[src/rtl/proj_multi_hasher.sv]
// Multi-seed pipelined MurmurHash3-style mixer: one kmer in, NUM_SEEDS signatures out.
// Optional fmix finalizer stage enabled by defining PROJ_HASHER_FMIX_EN.

module proj_multi_hasher_lane #(
  parameter int W        = 32,
  parameter int SEED_ROT = 13
) (
  input  logic         clk,
  input  logic         rst_n,
  input  logic         en,
  input  logic [W-1:0] seed,
  input  logic [W-1:0] kr,
  output logic [W-1:0] sig
);
  localparam logic [W-1:0] N_C  = W'(32'he6546b64);
  localparam logic [W-1:0] MUL5 = W'(5);

  logic [2*W-1:0] seed_dbl;
  logic [W-1:0]   sr, x, s3;

  assign seed_dbl = {seed, seed} << SEED_ROT;

  always_ff @(posedge clk or negedge rst_n) begin
    if (!rst_n) begin
      sr <= '0;
      x  <= '0;
      s3 <= '0;
    end else if (en) begin
      sr <= seed_dbl[2*W-1:W];
      x  <= (sr ^ kr) * MUL5;
      s3 <= x + N_C;
    end
  end

`ifdef PROJ_HASHER_FMIX_EN
  localparam logic [W-1:0] FM1 = W'(32'h85ebca6b);
  localparam logic [W-1:0] FM2 = W'(32'hc2b2ae35);

  function automatic logic [W-1:0] fmix(input logic [W-1:0] h0);
    logic [W-1:0] h;
    h = h0;
    h = h ^ (h >> 16);
    h = h * FM1;
    h = h ^ (h >> 13);
    h = h * FM2;
    h = h ^ (h >> 16);
    return h;
  endfunction

  logic [W-1:0] s4;
  always_ff @(posedge clk or negedge rst_n) begin
    if (!rst_n)  s4 <= '0;
    else if (en) s4 <= fmix(s3);
  end
  assign sig = s4;
`else
  assign sig = s3;
`endif
endmodule

module proj_multi_hasher #(
  parameter int HASHER_DATA_BITS = 32,
  parameter int NUM_SEEDS        = 4,
  parameter int KMER_ROT         = 15,
  parameter int SEED_ROT         = 13,
  parameter int CNT_BITS         = 32
) (
  input  logic                                  clk,
  input  logic                                  rst_n,
  input  logic                                  in_valid,
  output logic                                  in_ready,
  input  logic [HASHER_DATA_BITS-1:0]           kmer,
  input  logic [NUM_SEEDS*HASHER_DATA_BITS-1:0] seeds,
  output logic                                  out_valid,
  input  logic                                  out_ready,
  output logic [NUM_SEEDS*HASHER_DATA_BITS-1:0] signatures,
  output logic [CNT_BITS-1:0]                   kmer_count
);
  localparam int W = HASHER_DATA_BITS;
`ifdef PROJ_HASHER_FMIX_EN
  localparam int STAGES = 4;
`else
  localparam int STAGES = 3;
`endif
  localparam logic [W-1:0] C2 = W'(32'h1b873593);

  logic           en, acc;
  logic [2*W-1:0] kmer_dbl;
  logic [W-1:0]   kr;
  logic [STAGES:1] vld_pipe;

  // Single global enable: any stall freezes every stage, bubbles included.
  assign en        = !out_valid || out_ready;
  assign in_ready  = en;
  assign acc       = in_valid && en;
  assign out_valid = vld_pipe[STAGES];
  assign kmer_dbl  = {kmer, kmer} << KMER_ROT;

  always_ff @(posedge clk or negedge rst_n) begin
    if (!rst_n) begin
      vld_pipe   <= '0;
      kr         <= '0;
      kmer_count <= '0;
    end else begin
      if (en) begin
        vld_pipe <= {vld_pipe[STAGES-1:1], acc};
        kr       <= kmer_dbl[2*W-1:W] * C2;
      end
      if (acc) kmer_count <= kmer_count + CNT_BITS'(1);
    end
  end

  for (genvar i = 0; i < NUM_SEEDS; i++) begin : g_lane
    proj_multi_hasher_lane #(.W(W), .SEED_ROT(SEED_ROT)) u_lane (
      .clk  (clk),
      .rst_n(rst_n),
      .en   (en),
      .seed (seeds[i*W +: W]),
      .kr   (kr),
      .sig  (signatures[i*W +: W])
    );
  end
endmodule

[config.mk]
export PLATFORM = sky130hd
export DESIGN_NAME = proj_multi_hasher
export DESIGN_NICKNAME = d
export VERILOG_FILES = /design/src/rtl/proj_multi_hasher.sv
export SDC_FILE = /design/constraint.sdc
export NUM_CORES = 2
export LEC_CHECK = 0
export BUFFER_PORTS_ARGS = -buffer_cell sky130_fd_sc_hd__buf_2
export CELL_PAD_IN_SITES_DETAIL_PLACEMENT = 0
export CELL_PAD_IN_SITES_GLOBAL_PLACEMENT = 1
export CORE_MARGIN = 5
export CORE_UTILIZATION = 51
export CTS_CLUSTER_SIZE = 16
export DETAILED_ROUTE_END_ITERATION = 7
export GPL_TIMING_DRIVEN = 0
export PLACE_DENSITY_LB_ADDON = 0.12
export SYNTH_ARGS = -nofsm -noshare
export SYNTH_HDL_FRONTEND = slang
export SYNTH_SLANG_ARGS = --single-unit
[constraint.sdc]
create_clock -name clk -period 8.8 [get_ports clk]
set_input_delay 0.44 -clock clk [delete_from_list [all_inputs] [get_ports clk]]
set_output_delay 0.44 -clock clk [all_outputs]
set_load 0.02 [all_outputs]
==> flow_summary.ini <==
[critical_path]
reg2reg_depth = 15
max_stage_delay_ps = 550
critPathLaunchType = primary input
cp_top_family = adder cells
crit_chain = buf_2 > ha_1 > fa_1 > fa_1 > inv_1 > fa_1 > fa_1 > inv_1 > fa_1 > fa_1 > inv_1 > fa_1 > inv_1 > ha_1 > nand2_1 > nor3_1 > and3b_1 > a31oi_1 > a21oi_1 > o31ai_1 > a21oi_1 > or3_1 > a31oi_1
regToRegStartpoint = kr[3]
worst_ep_arrival_ps = 7080
crit_path_max_fanout = 7
critical_path_required_time_ps = 9300
critical_path.slowest_cell = sky130_fd_sc_hd__fa_1
crit_path_frequent_cell = sky130_fd_sc_hd__fa_1
worstSetupEndpointType = register
regToRegEndpoint = g_lane[1].u_lane.x[31]
reg2reg_setup_slack_ps = 3970
timing.critical_path.buf_inv = 5
timing.setup.critical_path_class = in -> reg

[drt]
first_iter_violations = 1834
met1Wirelength_um = 45540
via_per_inst = 5.300
met3WireLength_um = 5520
vias = 27100
firstDrtPassIters = 5
routed_wire_length_um = 104500
detail_route.wl_per_cell_um = 20.42
drt.antenna.violating_nets = 0
route.detailed.drc = 0
maxUsedRoutingLayer = met4
dr_wl_met2_um = 49690

[yosys]
ys_seq_elements = 451
ys.flop_type = sky130_fd_sc_hd__dfrtp_1
syn-mean-instance-area_um2 = 9.035
synth.distinct_cells = 71
async_flop_share_pct = 100.0
number_of_enable_flip_flop_cells_after_synthesis = 0
postSynthCellCount = 3827
synth.net_count = 4584
seq_area_frac_synth_pct = 32.64
post_syn_area_um2 = 34580
yosysWarningCount = 0

[clock_network]
cts_htree_levels = 2
post_cts.repair.setup_buffers = 0
cts_resized = 0
clkSinkCount = 451
max-clock-path-buffers = 3
clock_insertion_delay_worst_skew_ps = 590
cts.clk_slew.worst_paths_ps = 60
tritoncts = built
cts_inserted_buffers = 49
cts_hold_buf = 1
root_buffer = sky130_fd_sc_hd__clkbuf_16

[grt]
globalRouteOverflowTotal = 0
vias_in_the_first_global_route = 27210
largest_net_degree_at_the_start_of_global_routing = 119
overall_global_routing_resource_usage_pct = 28.30
grt_first_pass_wirelength_um = 160000
antenna_found_initial = 1

[floorplanning]
die-width_um = 270.4
fp.dieArea_um2 = 73110
core_um2 = 67160
floorplan.io_pins = 326
fp.dieH_um = 270.4
initial_core_util_pct = 51.49
placement_rows = 95

[sta]
hold_ws_ps = 38.65
clock.fmax_ghz = 0.1520
finalSetupViolations = 0
worst_max_slew_margin_expressed_relative_to_the_limit_pct = 8.285
grt_setup_unrepaired = no
final.min_clock_period_ps = 6581
slew_viol_final = 0
slew_at_the_pin_closest_to_its_max_slew_limit_ps = 1376
final.setup_skew_ps = 11.72
layout_worst_path_cycle_share_pct = 74.78
report.final.hold_viol_count = 0
setup_slack_ps = 2219

[place]
routability_congestion = 0.9201
port-buffer-count = 325
dp_slack_ps = 1690
dpl.hpwl_um = 83030

[status]
run_status = finished, final reports clean

[min_path]
hold_end = g_lane[2].u_lane.sr[24]
hold_path.startpoint = seeds[75]
hold_depth = 3
hold_class = in -> reg

[cells_and_area]
finish.net_count = 4964
post_route_cells_drive_above_1_share_pct = 10.02
final_core_utilization_pct = 58.13
areaGrowthSynthToFinish_pct = 12.90
fillerInstances = 6421

[job]
cap_viol_max_count = 0
cell families (layout without fill, tap and decap cells):
family | after synthesis | count (layout) | share of synthesized area [%]
simple gates | 1180 | 1180 | 14.07
fa+ha+maj | 593 | 593 | 25.43
xor+xnor | 413 | 413 | 10.46
compound gates | 675 | 675 | 11.76
mux | 2 | 2 | 0.06152
other cells | 0 | 1 | 0
flops | 451 | 451 | 32.64
buf+inv | 513 | 926 | 5.576
state kept, by name (all words and copies together) (netlist names):
name and count:
vld_pipe 3, kr 32, g_lane.u_lane.x 128, g_lane.u_lane.sig 128, g_lane.u_lane.sr 128, kmer_count 32
per-layer routing:
metal / global-route usage, % / up-vias
met2: 47.74 / 624
met1: 38.32 / 13060
li1: - / 13260
met5: 0 / -
met3: 3.651 / 151
met4: 8.680 / 0
final cells by class:
class                      instances  area [um^2]  share of cell area, %
multi-input combinational       2863        21360                  54.72
sequential                       451        11290                  28.91
timing repair buffer             329         1729                  4.429
clock buffer                      71         1461                  3.743
inverter                         382         1434                  3.673
tap                              873         1092                  2.798
buffer                           131        494.2                  1.266
clock inverter                    13        176.4                 0.4519
antenna                            1        2.502               0.006410
cells in the mapped netlist (3+ instances only):
master,n,area share (%)
sky130_fd_sc_hd__a2111oi_0,4,0.10
sky130_fd_sc_hd__a211o_1,5,0.13
sky130_fd_sc_hd__a211oi_1,11,0.24
sky130_fd_sc_hd__a21boi_0,12,0.26
sky130_fd_sc_hd__a21boi_1,3,0.065
sky130_fd_sc_hd__a21o_1,55,1.2
sky130_fd_sc_hd__a21oi_1,257,3.7
sky130_fd_sc_hd__a311oi_1,5,0.13
sky130_fd_sc_hd__a31o_2,4,0.10
sky130_fd_sc_hd__a31oi_1,22,0.40
sky130_fd_sc_hd__and2_1,10,0.18
sky130_fd_sc_hd__and3_1,18,0.33
sky130_fd_sc_hd__clkbuf_1,128,1.4
sky130_fd_sc_hd__dfrtp_1,451,33
sky130_fd_sc_hd__fa_1,183,11
sky130_fd_sc_hd__ha_1,410,15
sky130_fd_sc_hd__inv_1,382,4.1
sky130_fd_sc_hd__nand2_1,700,7.6
sky130_fd_sc_hd__nand2b_1,28,0.51
sky130_fd_sc_hd__nand3_1,48,0.69
sky130_fd_sc_hd__nand4_1,17,0.31
sky130_fd_sc_hd__nand4b_1,3,0.076
sky130_fd_sc_hd__nor2_1,285,3.1
sky130_fd_sc_hd__nor2b_1,23,0.42
sky130_fd_sc_hd__nor3_1,18,0.26
sky130_fd_sc_hd__nor4_1,3,0.054
sky130_fd_sc_hd__o211a_1,4,0.12
sky130_fd_sc_hd__o211ai_1,13,0.28
sky130_fd_sc_hd__o21a_1,32,0.69
sky130_fd_sc_hd__o21ai_0,158,2.3
sky130_fd_sc_hd__o21ai_1,21,0.30
sky130_fd_sc_hd__o21bai_1,23,0.50
sky130_fd_sc_hd__o22ai_1,4,0.072
sky130_fd_sc_hd__o311a_1,3,0.087
sky130_fd_sc_hd__o31ai_1,14,0.30
sky130_fd_sc_hd__or2_2,4,0.072
sky130_fd_sc_hd__or3_1,9,0.16
sky130_fd_sc_hd__or4_1,7,0.15
sky130_fd_sc_hd__xnor2_1,170,4.3
sky130_fd_sc_hd__xor2_1,243,6.2
through the flow:
stage / instance area [um^2] / TNS, ps / cells
global route: 39040 / 0 / 5113
CTS: 39040 / 0 / 5113
floorplan: 34580 / 0 / 3827
global placement: 37300 / -828750 / 5025
finish: 39040 / 0 / 5114
detailed placement: 37390 / 0 / 5028
tightest hold or removal path: cells and delay by family:
kind	cells	cell delay, ps
AND/OR/NAND/NOR	2	90
buffers and inverters	1	70
how the worst max path moves through the flow:
stage	start	to	slack, ps	cells after the start
5_1_grt	kmer[1]	kr[31]	2060	23
3_5_place_dp	kmer[1]	kr[31]	1690	23
3_3_place_gp	rst_n	g_lane[2].u_lane.sig[23]	-1890	1
6_report	kmer[1]	kr[31]	2220	23
4_1_cts	kmer[1]	kr[31]	2300	23
2_1_floorplan	kmer[26]	kr[31]	2660	22
layout by cell type, fill, tap and decap left out, types with 5 or more instances in the layout:
cell type / synthesis / final
sky130_fd_sc_hd__clkbuf_16: 0 / 51
sky130_fd_sc_hd__or4_1: 7 / 7
sky130_fd_sc_hd__clkinv_2: 0 / 6
sky130_fd_sc_hd__nand3_1: 48 / 48
sky130_fd_sc_hd__ha_1: 410 / 410
sky130_fd_sc_hd__nor3_1: 18 / 18
sky130_fd_sc_hd__fa_1: 183 / 183
sky130_fd_sc_hd__nand4_1: 17 / 17
sky130_fd_sc_hd__nor2_1: 285 / 285
sky130_fd_sc_hd__o211ai_1: 13 / 13
sky130_fd_sc_hd__dfrtp_1: 451 / 451
sky130_fd_sc_hd__buf_2: 2 / 326
sky130_fd_sc_hd__xnor2_1: 170 / 170
sky130_fd_sc_hd__o21bai_1: 23 / 23
sky130_fd_sc_hd__nand2_1: 700 / 700
sky130_fd_sc_hd__nor2b_1: 23 / 23
sky130_fd_sc_hd__a21oi_1: 257 / 257
sky130_fd_sc_hd__o21ai_1: 21 / 21
sky130_fd_sc_hd__a31oi_1: 22 / 22
sky130_fd_sc_hd__o21ai_0: 158 / 158
sky130_fd_sc_hd__o21a_1: 32 / 32
sky130_fd_sc_hd__a311oi_1: 5 / 5
sky130_fd_sc_hd__clkbuf_8: 0 / 11
sky130_fd_sc_hd__and2_1: 10 / 10
sky130_fd_sc_hd__a21o_1: 55 / 55
sky130_fd_sc_hd__o31ai_1: 14 / 14
sky130_fd_sc_hd__clkbuf_1: 128 / 137
sky130_fd_sc_hd__a211o_1: 5 / 5
sky130_fd_sc_hd__xor2_1: 243 / 243
sky130_fd_sc_hd__inv_1: 382 / 382
sky130_fd_sc_hd__a21boi_0: 12 / 12
sky130_fd_sc_hd__or3_1: 9 / 9
sky130_fd_sc_hd__and3_1: 18 / 18
sky130_fd_sc_hd__a211oi_1: 11 / 11
sky130_fd_sc_hd__nand2b_1: 28 / 28
Power is not shown: default switching activity piles up to over one toggle a cycle in this logic, so the estimate is an artifact.
